[src/rtl/midi_voice_pkg.sv]
// midi_voice_pkg
//   Shared constants for the MIDI voice allocator: FSM state encoding,
//   MIDI status nibbles, controller numbers and the omni-channel marker.
//   No ports.
package midi_voice_pkg;

   typedef enum logic [2:0] {
      ST_IDLE,
      ST_SCAN,
      ST_APPLY,
      ST_GAP,
      ST_ACK
   } state_t;

   localparam logic [3:0] CMD_NOTE_OFF     = 4'h8;
   localparam logic [3:0] CMD_NOTE_ON      = 4'h9;
   localparam logic [3:0] CMD_CC           = 4'hB;

   localparam logic [6:0] CC_SUSTAIN       = 7'h40;
   localparam logic [6:0] CC_ALL_NOTES_OFF = 7'h7B;

   localparam int         OMNI_CHANNEL     = 16;

endpackage

[src/rtl/midi_voice_age_tracker.sv]
// midi_voice_age_tracker
//   Per-voice saturating age counters. A touch resets the touched voice to
//   age 0 and advances every other voice by one, saturating at
//   NUM_VOICES-1, so the largest age marks the least recently started voice.
// Ports:
//   clk, rst      system clock, synchronous active-high reset
//   touch         strobe: a note-on has been assigned to touch_index
//   touch_index   voice that received the note-on
//   age           packed age vector, one AGE_W field per voice
module midi_voice_age_tracker #(
   parameter int NUM_VOICES = 4,
   parameter int AGE_W      = $clog2(NUM_VOICES)
) (
   input  logic                                clk,
   input  logic                                rst,
   input  logic                                touch,
   input  logic [AGE_W-1:0]                    touch_index,
   output logic [NUM_VOICES-1:0][AGE_W-1:0]    age
);

   localparam logic [AGE_W-1:0] AGE_MAX = AGE_W'(NUM_VOICES - 1);

   for (genvar v = 0; v < NUM_VOICES; v++) begin : g_age
      always_ff @(posedge clk) begin
         if (rst) begin
            age[v] <= '0;
         end else if (touch) begin
            if (touch_index == AGE_W'(v))
               age[v] <= '0;
            else if (age[v] != AGE_MAX)
               age[v] <= age[v] + AGE_W'(1);
         end
      end
   end

endmodule

[src/rtl/midi_voice_allocator.sv]
// midi_voice_allocator
//   Polyphonic voice allocator. Consumes framed MIDI events over a
//   valid/ack handshake and drives per-voice gate/note/velocity registers.
//   Note-on: same-note retrigger, else lowest idle voice, else steal the
//   oldest voice with a forced gate-low gap of STEAL_GAP_CYCLES.
//   Note-off (0x8n, or 0x9n velocity 0) releases matching gated voices;
//   CC 0x7B releases all voices.
//   Optional build macro MIDI_VOICE_ALLOC_SUSTAIN_EN adds sustain pedal
//   (CC 0x40) handling with a per-voice sustained bit.
// Ports:
//   clk, rst            system clock, synchronous active-high reset
//   midi_event_valid    framed event available
//   midi_command        status byte
//   midi_parameter_1    note / controller number
//   midi_parameter_2    velocity / controller value
//   midi_event_ack      one-cycle pulse: event consumed
//   voice_gate          per-voice gate
//   voice_note          note of voice v at [7v+6:7v]
//   voice_velocity      velocity of voice v at [7v+6:7v]
//   busy                high whenever the FSM is not idle
module midi_voice_allocator
   import midi_voice_pkg::*;
#(
   parameter int NUM_VOICES       = 4,
   parameter int MIDI_CHANNEL     = 16,
   parameter int STEAL_GAP_CYCLES = 64
) (
   input  logic                      clk,
   input  logic                      rst,
   input  logic                      midi_event_valid,
   input  logic [7:0]                midi_command,
   input  logic [6:0]                midi_parameter_1,
   input  logic [6:0]                midi_parameter_2,
   output logic                      midi_event_ack,
   output logic [NUM_VOICES-1:0]     voice_gate,
   output logic [7*NUM_VOICES-1:0]   voice_note,
   output logic [7*NUM_VOICES-1:0]   voice_velocity,
   output logic                      busy
);

   localparam int AGE_W = $clog2(NUM_VOICES);
   localparam int GAP_W = (STEAL_GAP_CYCLES > 1) ? $clog2(STEAL_GAP_CYCLES) : 1;
   localparam logic [AGE_W-1:0] LAST_VOICE = AGE_W'(NUM_VOICES - 1);
   localparam logic [GAP_W-1:0] LAST_GAP   = GAP_W'(STEAL_GAP_CYCLES - 1);

   state_t                            state, state_next;
   logic [3:0]                        cmd_hi;
   logic [6:0]                        param1, param2;
   logic [AGE_W-1:0]                  scan_idx, retrig_idx, idle_idx;
   logic [AGE_W-1:0]                  oldest_idx, oldest_age, target;
   logic                              retrig_found, idle_found;
   logic [GAP_W-1:0]                  gap_cnt;
   logic [NUM_VOICES-1:0]             gate;
   logic [NUM_VOICES-1:0][6:0]        note, vel;
   logic [NUM_VOICES-1:0][AGE_W-1:0]  age;
   logic                              accept, touch, chan_ok, in_note_on;
   logic                              is_note_on, is_note_off, is_cc;
`ifdef MIDI_VOICE_ALLOC_SUSTAIN_EN
   logic [NUM_VOICES-1:0]             sustained;
   logic                              pedal;
`endif

   assign midi_event_ack = (state == ST_ACK);
   assign busy           = (state != ST_IDLE);
   assign accept         = (state == ST_IDLE) && midi_event_valid && !midi_event_ack;

   assign chan_ok    = (MIDI_CHANNEL == OMNI_CHANNEL) ||
                       (midi_command[3:0] == 4'(MIDI_CHANNEL));
   assign in_note_on = (midi_command[7:4] == CMD_NOTE_ON) && (midi_parameter_2 != 7'd0);

   // Decode of the latched event, used in APPLY.
   assign is_note_on  = (cmd_hi == CMD_NOTE_ON) && (param2 != 7'd0);
   assign is_note_off = (cmd_hi == CMD_NOTE_OFF) ||
                        ((cmd_hi == CMD_NOTE_ON) && (param2 == 7'd0));
   assign is_cc       = (cmd_hi == CMD_CC);

   // Retrigger beats idle beats steal.
   assign target = retrig_found ? retrig_idx : (idle_found ? idle_idx : oldest_idx);

   always_ff @(posedge clk) begin
      if (rst) state <= ST_IDLE;
      else     state <= state_next;
   end

   always_comb begin
      state_next = state;
      touch      = 1'b0;
      case (state)
         ST_IDLE: begin
            if (accept) begin
               if (!chan_ok)        state_next = ST_ACK;
               else if (in_note_on) state_next = ST_SCAN;
               else                 state_next = ST_APPLY;
            end
         end
         ST_SCAN:  if (scan_idx == LAST_VOICE) state_next = ST_APPLY;
         ST_APPLY: begin
            touch = is_note_on;
            if (is_note_on && !retrig_found && !idle_found) state_next = ST_GAP;
            else                                             state_next = ST_ACK;
         end
         ST_GAP:   if (gap_cnt == LAST_GAP) state_next = ST_ACK;
         ST_ACK:   state_next = ST_IDLE;
         default:  state_next = ST_IDLE;
      endcase
   end

   midi_voice_age_tracker #(
      .NUM_VOICES (NUM_VOICES),
      .AGE_W      (AGE_W)
   ) u_age (
      .clk         (clk),
      .rst         (rst),
      .touch       (touch),
      .touch_index (target),
      .age         (age)
   );

   always_ff @(posedge clk) begin
      if (rst) begin
         cmd_hi       <= '0;
         param1       <= '0;
         param2       <= '0;
         scan_idx     <= '0;
         retrig_idx   <= '0;
         idle_idx     <= '0;
         oldest_idx   <= '0;
         oldest_age   <= '0;
         retrig_found <= 1'b0;
         idle_found   <= 1'b0;
         gap_cnt      <= '0;
         gate         <= '0;
         note         <= '0;
         vel          <= '0;
`ifdef MIDI_VOICE_ALLOC_SUSTAIN_EN
         sustained    <= '0;
         pedal        <= 1'b0;
`endif
      end else begin
         if (accept) begin
            cmd_hi       <= midi_command[7:4];
            param1       <= midi_parameter_1;
            param2       <= midi_parameter_2;
            scan_idx     <= '0;
            retrig_found <= 1'b0;
            idle_found   <= 1'b0;
            oldest_idx   <= '0;
            oldest_age   <= '0;
            gap_cnt      <= '0;
         end

         if (state == ST_SCAN) begin
            if (!retrig_found && gate[scan_idx] && (note[scan_idx] == param1)) begin
               retrig_found <= 1'b1;
               retrig_idx   <= scan_idx;
            end
            if (!idle_found && !gate[scan_idx]) begin
               idle_found <= 1'b1;
               idle_idx   <= scan_idx;
            end
            // Strictly greater keeps the lowest index on ties.
            if (age[scan_idx] > oldest_age) begin
               oldest_age <= age[scan_idx];
               oldest_idx <= scan_idx;
            end
            scan_idx <= scan_idx + AGE_W'(1);
         end

         if (state == ST_APPLY) begin
            if (is_note_on) begin
               vel[target] <= param2;
               if (!retrig_found) note[target] <= param1;
               // A stolen voice drops its gate here and regates after the gap.
               gate[target] <= retrig_found | idle_found;
`ifdef MIDI_VOICE_ALLOC_SUSTAIN_EN
               sustained[target] <= 1'b0;
`endif
            end else if (is_note_off) begin
               for (int v = 0; v < NUM_VOICES; v++) begin
                  if (gate[v] && (note[v] == param1)) begin
`ifdef MIDI_VOICE_ALLOC_SUSTAIN_EN
                     if (pedal) sustained[v] <= 1'b1;
                     else       gate[v]      <= 1'b0;
`else
                     gate[v] <= 1'b0;
`endif
                  end
               end
            end else if (is_cc) begin
               if (param1 == CC_ALL_NOTES_OFF) begin
                  gate <= '0;
`ifdef MIDI_VOICE_ALLOC_SUSTAIN_EN
                  sustained <= '0;
`endif
               end
`ifdef MIDI_VOICE_ALLOC_SUSTAIN_EN
               else if (param1 == CC_SUSTAIN) begin
                  pedal <= param2[6];
                  if (!param2[6]) begin
                     gate      <= gate & ~sustained;
                     sustained <= '0;
                  end
               end
`endif
            end
         end

         if (state == ST_GAP) begin
            if (gap_cnt == LAST_GAP) gate[oldest_idx] <= 1'b1;
            else                     gap_cnt <= gap_cnt + GAP_W'(1);
         end
      end
   end

   assign voice_gate     = gate;
   assign voice_note     = note;
   assign voice_velocity = vel;

endmodule

[config.mk]
export PLATFORM = sky130hd
export DESIGN_NAME = midi_voice_allocator
export DESIGN_NICKNAME = d
export VERILOG_FILES = /design/src/rtl/midi_voice_pkg.sv /design/src/rtl/midi_voice_age_tracker.sv /design/src/rtl/midi_voice_allocator.sv
export SDC_FILE = /design/constraint.sdc
export NUM_CORES = 1
export LEC_CHECK = 0
export CAP_MARGIN = 20
export CELL_PAD_IN_SITES_DETAIL_PLACEMENT = 2
export CELL_PAD_IN_SITES_GLOBAL_PLACEMENT = 2
export CORE_MARGIN = 8
export CORE_UTILIZATION = 33
export CTS_CLUSTER_SIZE = 16
export DETAILED_ROUTE_END_ITERATION = 6
export HOLD_SLACK_MARGIN = 0.15
export PLACE_DENSITY_LB_ADDON = 0.15
export SLEW_MARGIN = 15
export SYNTH_ARGS = -nofsm -noshare
export SYNTH_HDL_FRONTEND = slang
export SYNTH_SLANG_ARGS = --single-unit
[constraint.sdc]
create_clock -name clk -period 3.4 [get_ports clk]
set_clock_uncertainty 0.1 [all_clocks]
set_input_delay 0.34 -clock clk [delete_from_list [all_inputs] [get_ports clk]]
set_output_delay 0.34 -clock clk [all_outputs]
set_load 0.1 [all_outputs]
# [Word-level counts from Yosys, hierarchy flattened]
# Index checks and enable logic that the tools add are counted.
# W data, S select, Z words.
[classes] add_sub_neg=6 magnitude_cmp=6 eq_ne=26 mux=61 n_bitwise=3 n_reduce_logical=41
[ops] cell="$bwmux W28" n=2
[ops] cell="$mux W2" n=20
[ops] cell="$eq A7 B7 Y1" n=5
[ops] cell="$mux W4" n=8
[ops] cell="$mux W6" n=3
[ops] cell="$eq A4 B4 Y1 const B" n=4
[ops] cell="$logic_and A1 B1 Y1" n=16
[ops] cell="$bmux W7 S2" n=1
[ops] cell="$demux W7 S2" n=1
[ops] cell="$mux W1" n=14
[ops] cell="$mux W7" n=2
[ops] cell="$reduce_and A2 Y1" n=7
[ops] cell="$reduce_bool A7 Y1" n=2
[ops] cell="$mux W3" n=4
[ops] cell="$ne A2 B2 Y1 const B" n=6
[ops] cell="$pmux W3 S4" n=1
[ops] cell="$add A2 B1 Y2 const B" n=5
[ops] cell="$reduce_bool A2 Y1" n=5
[ops] cell="$lt A2 B3 Y1 const B" n=3
[ops] cell="$eq A7 B7 Y1 const B" n=1
[ops] cell="$logic_not A7 Y1" n=1
[ops] cell="$add A6 B1 Y6 const B" n=1
[ops] cell="$eq A2 B2 Y1 const B" n=3
[ops] cell="$eq A3 B2 Y1 const B" n=2
[ops] cell="other kinds (20)" n=26
[word_totals] register_bits=107 input_bits=25 wordCells=168

# [Depth between registers and ports, before layout]
# Gate-level depths: netlist of the first run.
[depth] depth_word=13 mapped_depth=10

# [By module]
# Synthesis of the first run repeated with hierarchy kept, for this count alone.
[hier_totals] hier_cells=573 area_unflattened_um2=5342.6
[by_module_without_submodules] mod="midi_voice_allocator" instances=1 cells_each=523 area_each_um2=4906.0
[by_module_without_submodules] mod="midi_voice_age_tracker" instances=1 cells_each=50 area_each_um2=436.7

# [Least setup slack after synthesis of the first run]
# No wires, ideal clock.
[synth_path] path_type="register to output" from="reg state[0]" to="out midi_event_ack" t_arrival_ns=2.757 path_slack_ns=0.203 path_stages_with_launch=3 path_buffers=1 cell_sequence="dfxtp_1 > clkbuf_1 > nor3b_1"
[synth_via] elab_chain_cells=1
[synth_lines] item="start: declaration" line="midi_voice_allocator.sv:46" rtl="state_t state, state_next;"
[synth_lines] item="start signal: assignment" line="midi_voice_allocator.sv:82" rtl="else state <= state_next;"
[synth_lines] item="$eq A3 B3 Y1" line="midi_voice_allocator.sv:63" rtl="assign midi_event_ack = (state == ST_ACK);"
[synth_lines] item="end: declaration" line="midi_voice_allocator.sv:34" rtl="output logic midi_event_ack,"
# Every way passes these cells.

# [Final worst setup path of the first run]
[layout_path] from="reg scan_idx[0]" to="reg oldest_idx[0]"
[layout_via] elab_chain_cells=5
[layout_lines] item="start: declaration" line="midi_voice_allocator.sv:49" rtl="logic [AGE_W-1:0] scan_idx, retrig_idx, idle_idx;"
[layout_lines] item="start signal: assignment" line="midi_voice_allocator.sv:166" rtl="scan_idx <= scan_idx + AGE_W'(1);"
[layout_lines] item="$bmux W2 S2" line="midi_voice_allocator.sv:162" rtl="if (age[scan_idx] > oldest_age) begin"
[layout_lines] item="$mux W2 (not written as such)" line="midi_voice_allocator.sv:162"
[layout_lines] item="$gt A2 B2 Y1" line="midi_voice_allocator.sv:162"
[layout_lines] item="$mux W2 *" line="midi_voice_allocator.sv:162"
[layout_lines] item="$mux W2 *" line="midi_voice_allocator.sv:152" rtl="if (state == ST_SCAN) begin"
[layout_lines] item="end signal: assignment" line="midi_voice_allocator.sv:164" rtl="oldest_idx <= scan_idx;"
[layout_lines] item="end: declaration" line="midi_voice_allocator.sv:50" rtl="logic [AGE_W-1:0] oldest_idx, oldest_age, target;"
# Every way passes the cells marked *; elsewhere a longest branch is shown, timed or not. The select of a mux whose other input is x is not followed.
# A chain may end at the register's enable or synchronous reset.

==> results.json, run 1 <==
{
  "globalRouteOverflowTotal": 0,
  "fin_tns_setup_ns": 0,
  "min_period_ns": 2.68,
  "fmax_mhz": 374,
  "max-vdd-ir-drop_mv": 0.237,
  "place_hpwl_mm": 12.6,
  "yosys.area.top_type": "dfxtp_1",
  "antenna_found_initial": 0,
  "finalHoldViolCount": 0,
  "fillers": 1753,
  "powerDensity_nw_per_um2": 402,
  "p_comb_frac": 0.099,
  "grt_pass1_wl_mm": 28.0,
  "p_int_uw": 1880,
  "cp_data_required_time_ns": 3.58,
  "synth.net_count": 598,
  "max_cap_viol_count": 0,
  "pwr-share-seq": 0.507,
  "syn_area_um2": 5210,
  "numCtsBuffers": 9,
  "start_util": 0.333,
  "fin_ws_ns": 0.724,
  "portBuffers": 82,
  "ios": 87,
  "cp_max_fo": 10,
  "die_x_um": 142,
  "synthMuxAreaShare": 0.157,
  "synth-simple-area-share": 0.193,
  "vias": 4415,
  "core_area_um2": 15700,
  "grt_max_degree": 110,
  "post_cts_buffers": 0,
  "synth_compound_area_frac": 0.121,
  "yosysTopAreaCellShare": 0.411,
  "setup_violations": 0,
  "fin_cells": 850,
  "viasPerCell": 5.19,
  "ys_top_cells_by_area": "dfxtp_1 41%, mux2i_1 12%, nor2_1 5.5%",
  "clk_pin_slew_ns": 0.07,
  "switchingPower_uw": 738,
  "dp_cells": 833,
  "cts_hold_buf": 0,
  "root_buffer": "clkbuf_16",
  "synth_flop_cell": "dfxtp_1",
  "place_congestion": 0.755,
  "dieArea_um2": 20100,
  "grt_setup_unrepaired": "no",
  "cp.arrival_ns": 2.85,
  "die_y_um": 142,
  "cts_tree": "done",
  "grt_usage": 0.177,
  "post-place-ws_ns": 0.710,
  "leakage_uw": 0.00217,
  "area_growth_pct": 24.9,
  "synthArstFlopShare": 0,
  "worst_skew_pair.late_latency_ns": 0.36,
  "drc": 0,
  "drtAntennaViolNets": 0,
  "dr.pass1.iters": 4,
  "worst_setup_path_start_kind": "flip-flop",
  "synth_xor_area_frac": 0.0588,
  "swShare": 0.282,
  "clock-sinks": 107,
  "cts.repair.resized": 0,
  "synth_top_family_by_area": "simple AND/OR/NAND/NOR gates",
  "synth_fa_ha_area_frac": 0.0192,
  "grt_pass1_vias": 5031,
  "routedWlPerCell_um": 20.3,
  "yosysUniqueCellTypes": 51,
  "finalWirelength_mm": 17.3,
  "drv_slew": 0,
  "clockPowerShare": 0.395,
  "clk_path_buf_depth": 2,
  "ys_ff_latch": 107,
  "n_antenna_cell": 0,
  "synth_enable_flop_cells": 0,
  "hp-class": "primary input to flip-flop",
  "worst_pin_slew_ns": 1.01,
  "seq_area_frac_synth": 0.411,
  "fin_crit_sh": 0.787,
  "status": "finished, final reports clean",
  "drt_first_iter_violations": 144,
  "drive_gt1_frac": 0.0789,
  "syn_inst": 565,
  "nets": 662,
  "h-tree-depth": 3,
  "row_count": 46,
  "end_kind": "flip-flop",
  "yosys_warnings": 0,
  "path_class": "flip-flop to flip-flop",
  "syn_area_per_cell_um2": 9.23,
  "max_slew_margin": 0.327
}
stage by stage:
step	hold slack, ns	area (um2)	power (uW)	utilization
2_1_floorplan	0.344	5210	1510	-
3_3_place_gp	0.357	6200	1600	0.396
3_5_place_dp	0.370	6200	1610	0.396
4_1_cts	0.380	6480	2650	0.414
5_1_grt	0.348	6510	2720	0.416
6_report	0.320	6510	2620	0.416
cell usage in the layout (no fill, tap or decap), types with 7 or more instances in the layout:
cell type        count
xnor2_1             25
clkbuf_16            9
mux2i_1             64
nor2_1              76
nand4_1              7
mux4_2               8
inv_1                9
nand3_1             13
a21oi_1             46
buf_4               14
nand2_1             50
dfxtp_1            107
o21ai_0             17
ha_1                 8
xor2_1              10
clkdlybuf4s50_1     79
routing by layer:
metal	track usage	vias up	share of wire
li1	-	2114	-
met1	0.213	2236	0.45
met3	0.0400	10	0.027
met2	0.311	55	0.51
met5	0	-	0
met4	0.0452	0	0.012
state kept, by name, indices dropped and copies added (netlist names), 3 cells and up:
name	count
u_age.age	8
voice_velocity	28
param2	7
param1	7
gap_cnt	6
state	3
cmd_hi	4
voice_note	28
voice_gate	4
worst max-delay path: stages (launching register included):
cell      delay (ns)
dfxtp_1         0.71
buf_4           0.30
mux4_2          0.37
ha_1            0.35
a21oi_1         0.10
a211oi_1        0.42
nand2_1         0.11
a21oi_1         0.15
power groups by stage:
| stage | Combinational, uW | Sequential [uW] | Clock (uW) |
|---|---|---|---|
| detailed placement | 257 | 1360 | 0 |
| finish | 258 | 1330 | 1030 |
| global placement | 249 | 1350 | 0 |
| CTS | 259 | 1330 | 1060 |
| floorplan | 181 | 1330 | 0 |
| global route | 282 | 1330 | 1110 |
worst paths after layout:
| path | end | start | slack, ns | cells after the start |
|---|---|---|---|---|
| worst max-delay path | oldest_idx[0] | scan_idx[0] | 0.72 | 7 |
| worst max register to register | oldest_idx[0] | scan_idx[0] | 0.72 | 7 |
| worst min register to register | oldest_age[1] | oldest_age[1] | 0.37 | 2 |
| worst min-delay path | voice_velocity[9] | rst | 0.32 | 2 |
synthesized netlist by cell type, types with 9 or more instances:
| cell | count |
|---|---|
| a21oi_1 | 46 |
| buf_2 | 11 |
| clkbuf_1 | 29 |
| dfxtp_1 | 107 |
| inv_1 | 9 |
| mux2i_1 | 64 |
| nand2_1 | 50 |
| nand3_1 | 13 |
| nor2_1 | 76 |
| o21ai_0 | 19 |
| xnor2_1 | 25 |
| xor2_1 | 10 |
cell families (layout without fill, tap and decap cells):
group | Yosys count | in the layout
DFF | 107 | 107
AOI/OAI and AO/OA | 99 | 99
and+or+nand+nor | 194 | 194
adders and majority gates | 8 | 8
muxes | 72 | 72
xor gates and xnor gates | 35 | 35
buffers and inverters | 50 | 119
cell type report:
cell class,count,area [um2],area share
sequential,107,2140,0.329
tap,216,270,0.0415
timing repair buffer,94,923,0.142
clock buffer,10,229,0.0352
multi-input combinational,408,2860,0.440
clock inverter,6,51.3,0.00788
inverter,9,33.8,0.00519
No activity file was read; power rests on OpenSTA's default activity.
==> run 2, diff against run 1 <==
--- a/config.mk
+++ b/config.mk
@@ -9,7 +9,7 @@
 export CELL_PAD_IN_SITES_DETAIL_PLACEMENT = 2
 export CELL_PAD_IN_SITES_GLOBAL_PLACEMENT = 2
 export CORE_MARGIN = 8
-export CORE_UTILIZATION = 33
+export CORE_UTILIZATION = 29
 export CTS_CLUSTER_SIZE = 16
 export DETAILED_ROUTE_END_ITERATION = 6
 export HOLD_SLACK_MARGIN = 0.15
==> constraint.sdc (replaced) <==
create_clock -name clk -period 2.26 [get_ports clk]
set_clock_uncertainty 0.1 [all_clocks]
set_input_delay 0.226 -clock clk [delete_from_list [all_inputs] [get_ports clk]]
set_output_delay 0.226 -clock clk [all_outputs]
set_load 0.1 [all_outputs]
==> run 2 against run 1 <==
Non-clock buffer count grew 43. Setup slack lost 0.62 ns. Die area grew 12%. Count of clock-buffer cells in the layout shrank 1. Cell count grew 6.6%. First-iteration DRC count grew 16%. Global-route usage shrank 1.1 points. Largest cell class unchanged.
==> results.json, run 2 (synthesis results as in run 1) <==
{
  "area_growth_pct": 33.4,
  "post-route-util": 0.391,
  "numCtsBuffers": 9,
  "fillers": 1945,
  "clock-sinks": 107,
  "crit_slowest_cell": "mux4_2",
  "drive_gt1_frac": 0.279,
  "regArea_um2": 2170,
  "path_class": "flip-flop to flip-flop",
  "powerDensity_nw_per_um2": 595,
  "globalRouteOverflowTotal": 0,
  "cts_hold_buf": 0,
  "core_area_um2": 17800,
  "final_cell_mix": "105 x buf_4, 82 x dfxtp_1, 76 x nor2_1",
  "grt_max_degree": 52,
  "n_antenna_cell": 0,
  "h-tree-depth": 3,
  "worstRegToRegCells": 7,
  "antenna_found_initial": 0,
  "drt_first_iter_violations": 167,
  "max_cap_viol_count": 0,
  "drv_slew": 0,
  "end_kind": "flip-flop",
  "cp.arrival_ns": 2.32,
  "die_x_um": 150,
  "worst_pin_slew_ns": 0.478,
  "worst_path_largest_cell_delay_ns": 0.53,
  "place_congestion": 0.792,
  "routedWlPerCell_um": 20.3,
  "path_cells": "buf_12 > mux4_2 > xnor2_2 > nand3_2 > a2111oi_4 > buf_4 > mux2i_1",
  "grt_pass1_wl_mm": 29.3,
  "grt_setup_unrepaired": "yes",
  "cp_max_fo": 7,
  "nets": 705,
  "cp_data_required_time_ns": 2.43,
  "min_period_ns": 2.15,
  "dieArea_um2": 22500,
  "clk_path_buf_depth": 2,
  "max_slew_margin": 0.679,
  "cts_tree": "done",
  "worst_skew_pair.late_latency_ns": 0.36,
  "finalHoldViolCount": 0,
  "ios": 87,
  "worstReg2RegEnd": "retrig_idx[1]",
  "row_count": 49,
  "drc": 0,
  "fmax_mhz": 465,
  "worst_setup_path_start_kind": "flip-flop",
  "start_util": 0.293,
  "setup_violations": 0,
  "holdPathStages": 2,
  "cpLargestDelayFamily": "multiplexers",
  "max-vdd-ir-drop_mv": 0.337,
  "path_buf_inv": 2,
  "clk_pin_slew_ns": 0.07,
  "hp-start": "rst",
  "final_common_cell": "buf_4",
  "whs_endpoint": "voice_velocity[19]",
  "dr.pass1.iters": 4,
  "grt_usage": 0.166,
  "dp_cells": 885,
  "die_y_um": 150,
  "root_buffer": "clkbuf_16",
  "fin_crit_sh": 0.952,
  "vias": 4632,
  "leakage_uw": 0.00258,
  "worstReg2RegStart": "scan_idx[0]",
  "portBuffers": 82,
  "viasPerCell": 5.11,
  "multiInputGateArea_um2": 2920,
  "finalWirelength_mm": 18.4,
  "status": "finished, final reports clean",
  "r2r_setup_slack_ns": 0.11,
  "hp-class": "primary input to flip-flop",
  "drtAntennaViolNets": 0,
  "place_hpwl_mm": 13.7,
  "fin_cells": 906,
  "grt_pass1_vias": 5139
}
run 2: metal layers:
layer / global-route usage / wire length (um)
met5: 0 / 0
met4: 0.0480 / 219
met3: 0.0251 / 527
met2: 0.287 / 9290
met1: 0.209 / 8330
run 2: final cells by class:
type                            count  share of cell area
Inverter                            9             0.00486
Multi-Input combinational cell    408               0.420
Sequential cell                   107               0.312
Clock buffer                        9              0.0324
Clock inverter                      7              0.0119
Tap cell                          229              0.0412
Timing Repair Buffer              137               0.177
run 2: worst register-to-register path, stage by stage (launching register included):
cell and delay [ns]:
dfxtp_2 0.36, buf_12 0.14, mux4_2 0.53, xnor2_2 0.17, nand3_2 0.12, a2111oi_4 0.27
buf_4 0.18, mux2i_1 0.20
run 2: timing repair:
item / CTS / global route
buffers inserted: 4 / 1
pin swaps: 4 / 3
resized for setup: 7 / 8
setup endpoints to repair: 19 / 42
run 2: metrics by stage:
stage / setup WS (ns) / cell area (um2) / power (uW) / hold WS [ns] / TNS, ns
floorplan: 0.00452 / 5260 / 2280 / 0.262 / 0
global placement: 0.00202 / 6540 / 2470 / 0.355 / 0
detailed placement: -0.0771 / 6540 / 2480 / 0.372 / -0.372
CTS: -0.0211 / 6910 / 4190 / 0.194 / -0.0211
global route: -0.00514 / 6960 / 4310 / 0.211 / -0.00514
finish: 0.109 / 6960 / 4140 / 0.198 / 0
run 2: how the worst max path moves through the flow:
stage                        startpoint       endpoint  slack [ns]  cells after the start
floorplan                   scan_idx[1]  oldest_idx[0]       0.005                      8
global placement    midi_parameter_2[3]       state[1]       0.002                      6
detailed placement          scan_idx[0]  retrig_idx[1]       -0.08                      6
CTS                         scan_idx[0]  retrig_idx[1]       -0.02                      7
global route                scan_idx[0]  retrig_idx[1]      -0.005                      7
finish                      scan_idx[0]  retrig_idx[1]        0.11                      7
run 2: report_power, final:
| part | internal [uW] | leakage [uW] | total, uW | switching [uW] |
|---|---|---|---|---|
| Sequential | 1920 | 0.000878 | 1970 | 54.1 |
| Clock | 880 | 0.000145 | 1690 | 812 |
| Combinational | 187 | 0.00156 | 478 | 291 |
==> run 3, diff against run 2 <==
--- a/config.mk
+++ b/config.mk
@@ -12,8 +12,7 @@
 export CORE_UTILIZATION = 29
 export CTS_CLUSTER_SIZE = 16
 export DETAILED_ROUTE_END_ITERATION = 6
-export HOLD_SLACK_MARGIN = 0.15
-export PLACE_DENSITY_LB_ADDON = 0.15
+export PLACE_DENSITY = 0.76
 export SLEW_MARGIN = 15
 export SYNTH_ARGS = -nofsm -noshare
 export SYNTH_HDL_FRONTEND = slang
==> run 3 against run 2 <==
First-iteration DRC count shrank 0.60%. Clock power about the same. Cell count fell by 0.55%. Core utilization fell by 0.16 points. Flip-flop and latch count unchanged. Fmax down 2.5%. Design area fell by 0.41%. Critical path type unchanged. Sequential power barely moved. Sequential share of layout area rose by 0.11 points.
==> results.json, run 3 (synthesis results as in run 1) <==
{
  "die_y_um": 150,
  "antenna_found_initial": 0,
  "worst_skew_pair.late_latency_ns": 0.35,
  "h-tree-depth": 3,
  "portBuffers": 82,
  "dr.pass1.iters": 4,
  "whs_endpoint": "voice_velocity[18]",
  "dieArea_um2": 22500,
  "grt_usage": 0.172,
  "hp-start": "rst",
  "final_cell_mix": "101 x buf_4, 83 x dfxtp_1, 76 x nor2_1",
  "start_util": 0.293,
  "clock-sinks": 107,
  "fin_ws_ns": 0.0533,
  "dp_cells": 881,
  "hp-class": "primary input to flip-flop",
  "drt_first_iter_violations": 166,
  "finalHoldViolCount": 0,
  "vias": 4646,
  "ios": 87,
  "cts_tree": "done",
  "max_cap_viol_count": 0,
  "drv_slew": 0,
  "fin_tns_setup_ns": 0,
  "worstReg2RegEnd": "voice_note[7]",
  "post-place-ws_ns": -0.121,
  "grt_max_degree": 53,
  "post-route-util": 0.390,
  "path_cells": "nor3b_4 > o2111ai_4 > buf_4 > nor4_4 > buf_12 > mux2i_1 > nor2_1",
  "powerDensity_nw_per_um2": 603,
  "die_x_um": 150,
  "n_antenna_cell": 0,
  "cp.arrival_ns": 2.34,
  "max_slew_margin": 0.676,
  "setup_violations": 0,
  "holdPathStages": 2,
  "r2r_setup_slack_ns": 0.05,
  "status": "finished, final reports clean",
  "worstRegToRegCells": 7,
  "root_buffer": "clkbuf_16",
  "worstReg2RegStart": "state[0]",
  "max-vdd-ir-drop_mv": 0.278,
  "grt_pass1_vias": 5312,
  "fin_crit_sh": 0.976,
  "cp_data_required_time_ns": 2.40,
  "clk_path_buf_depth": 2,
  "fin_cells": 901,
  "path_class": "flip-flop to flip-flop",
  "worst_path_largest_cell_delay_ns": 0.35,
  "fin_area_um2": 6930,
  "grt_pass1_wl_mm": 30.2,
  "core_area_um2": 17800,
  "worst_pin_slew_ns": 0.479,
  "crit_slowest_cell": "dfxtp_1",
  "place_congestion": 0.763,
  "final_common_cell": "buf_4",
  "viasPerCell": 5.16,
  "numCtsBuffers": 9,
  "row_count": 49,
  "drc": 0,
  "drive_gt1_frac": 0.271,
  "globalRouteOverflowTotal": 0,
  "grt_setup_unrepaired": "yes",
  "end_kind": "flip-flop",
  "fmax_mhz": 453,
  "routedWlPerCell_um": 21.3,
  "clk_pin_slew_ns": 0.07,
  "place_hpwl_mm": 13.7,
  "area_growth_pct": 32.9,
  "cp_max_fo": 7,
  "nets": 701,
  "finalWirelength_mm": 19.2,
  "drtAntennaViolNets": 0,
  "worst_setup_path_start_kind": "flip-flop",
  "min_period_ns": 2.21,
  "place_area_um2": 6480,
  "leakage_uw": 0.00257
}
run 3: worst max path at each step:
stage	startpoint	end	cells after the start
after floorplan	scan_idx[1]	oldest_idx[0]	8
after detailed placement	cmd_hi[1]	voice_note[24]	5
after CTS	scan_idx[0]	retrig_idx[0]	6
after global routing	scan_idx[0]	retrig_idx[1]	6
final	state[0]	voice_note[7]	7
after global placement	param2[3]	voice_velocity[6]	5
run 3: repair_timing:
| action | in CTS | in global routing |
|---|---|---|
| pin swaps | 5 | 5 |
| gates resized for setup | 7 | 6 |
| endpoints found under the setup margin | 33 | 41 |
| hold buffers | 0 | 0 |
| setup buffers | 3 | 2 |
run 3: final cells by class:
type                       count  area, um2
inverter                       9       33.8
clock buffer                   9        225
clock inverter                 6       91.3
sequential                   107       2170
multi-input combinational    408       2930
timing repair buffer         133       1190
fill                        1939      10900
tap                          229        287
run 3: worst max-delay path: cells and delay by family (launching register included):
kind | cells | cell delay (ns)
AND/OR/NAND/NOR | 3 | 0.74
flip-flops | 1 | 0.35
buffers and inverters | 2 | 0.42
multiplexers | 1 | 0.23
AO/OA/AOI/OAI | 1 | 0.24
run 3: report_power, final:
group	leakage, uW	internal, uW	total, uW	switching, uW
registers	0.000877	1920	1970	52.8
logic	0.00154	188	487	299
clock network	0.000155	970	1720	749
run 3: metal layers:
layer,part of all wire,track usage,vias to the layer above
met1,0.43,0.202,2365
li1,-,-,2193
met4,0.024,0.0750,0
met5,0,0,-
met2,0.53,0.307,60
met3,0.018,0.0218,28
run 3: per-stage QoR:
stage / hold WS (ns) / power, uW
finish: 0.190 / 4180
global route: 0.204 / 4310
CTS: 0.171 / 4190
detailed placement: 0.376 / 2480
global placement: 0.354 / 2460
floorplan: 0.262 / 2280
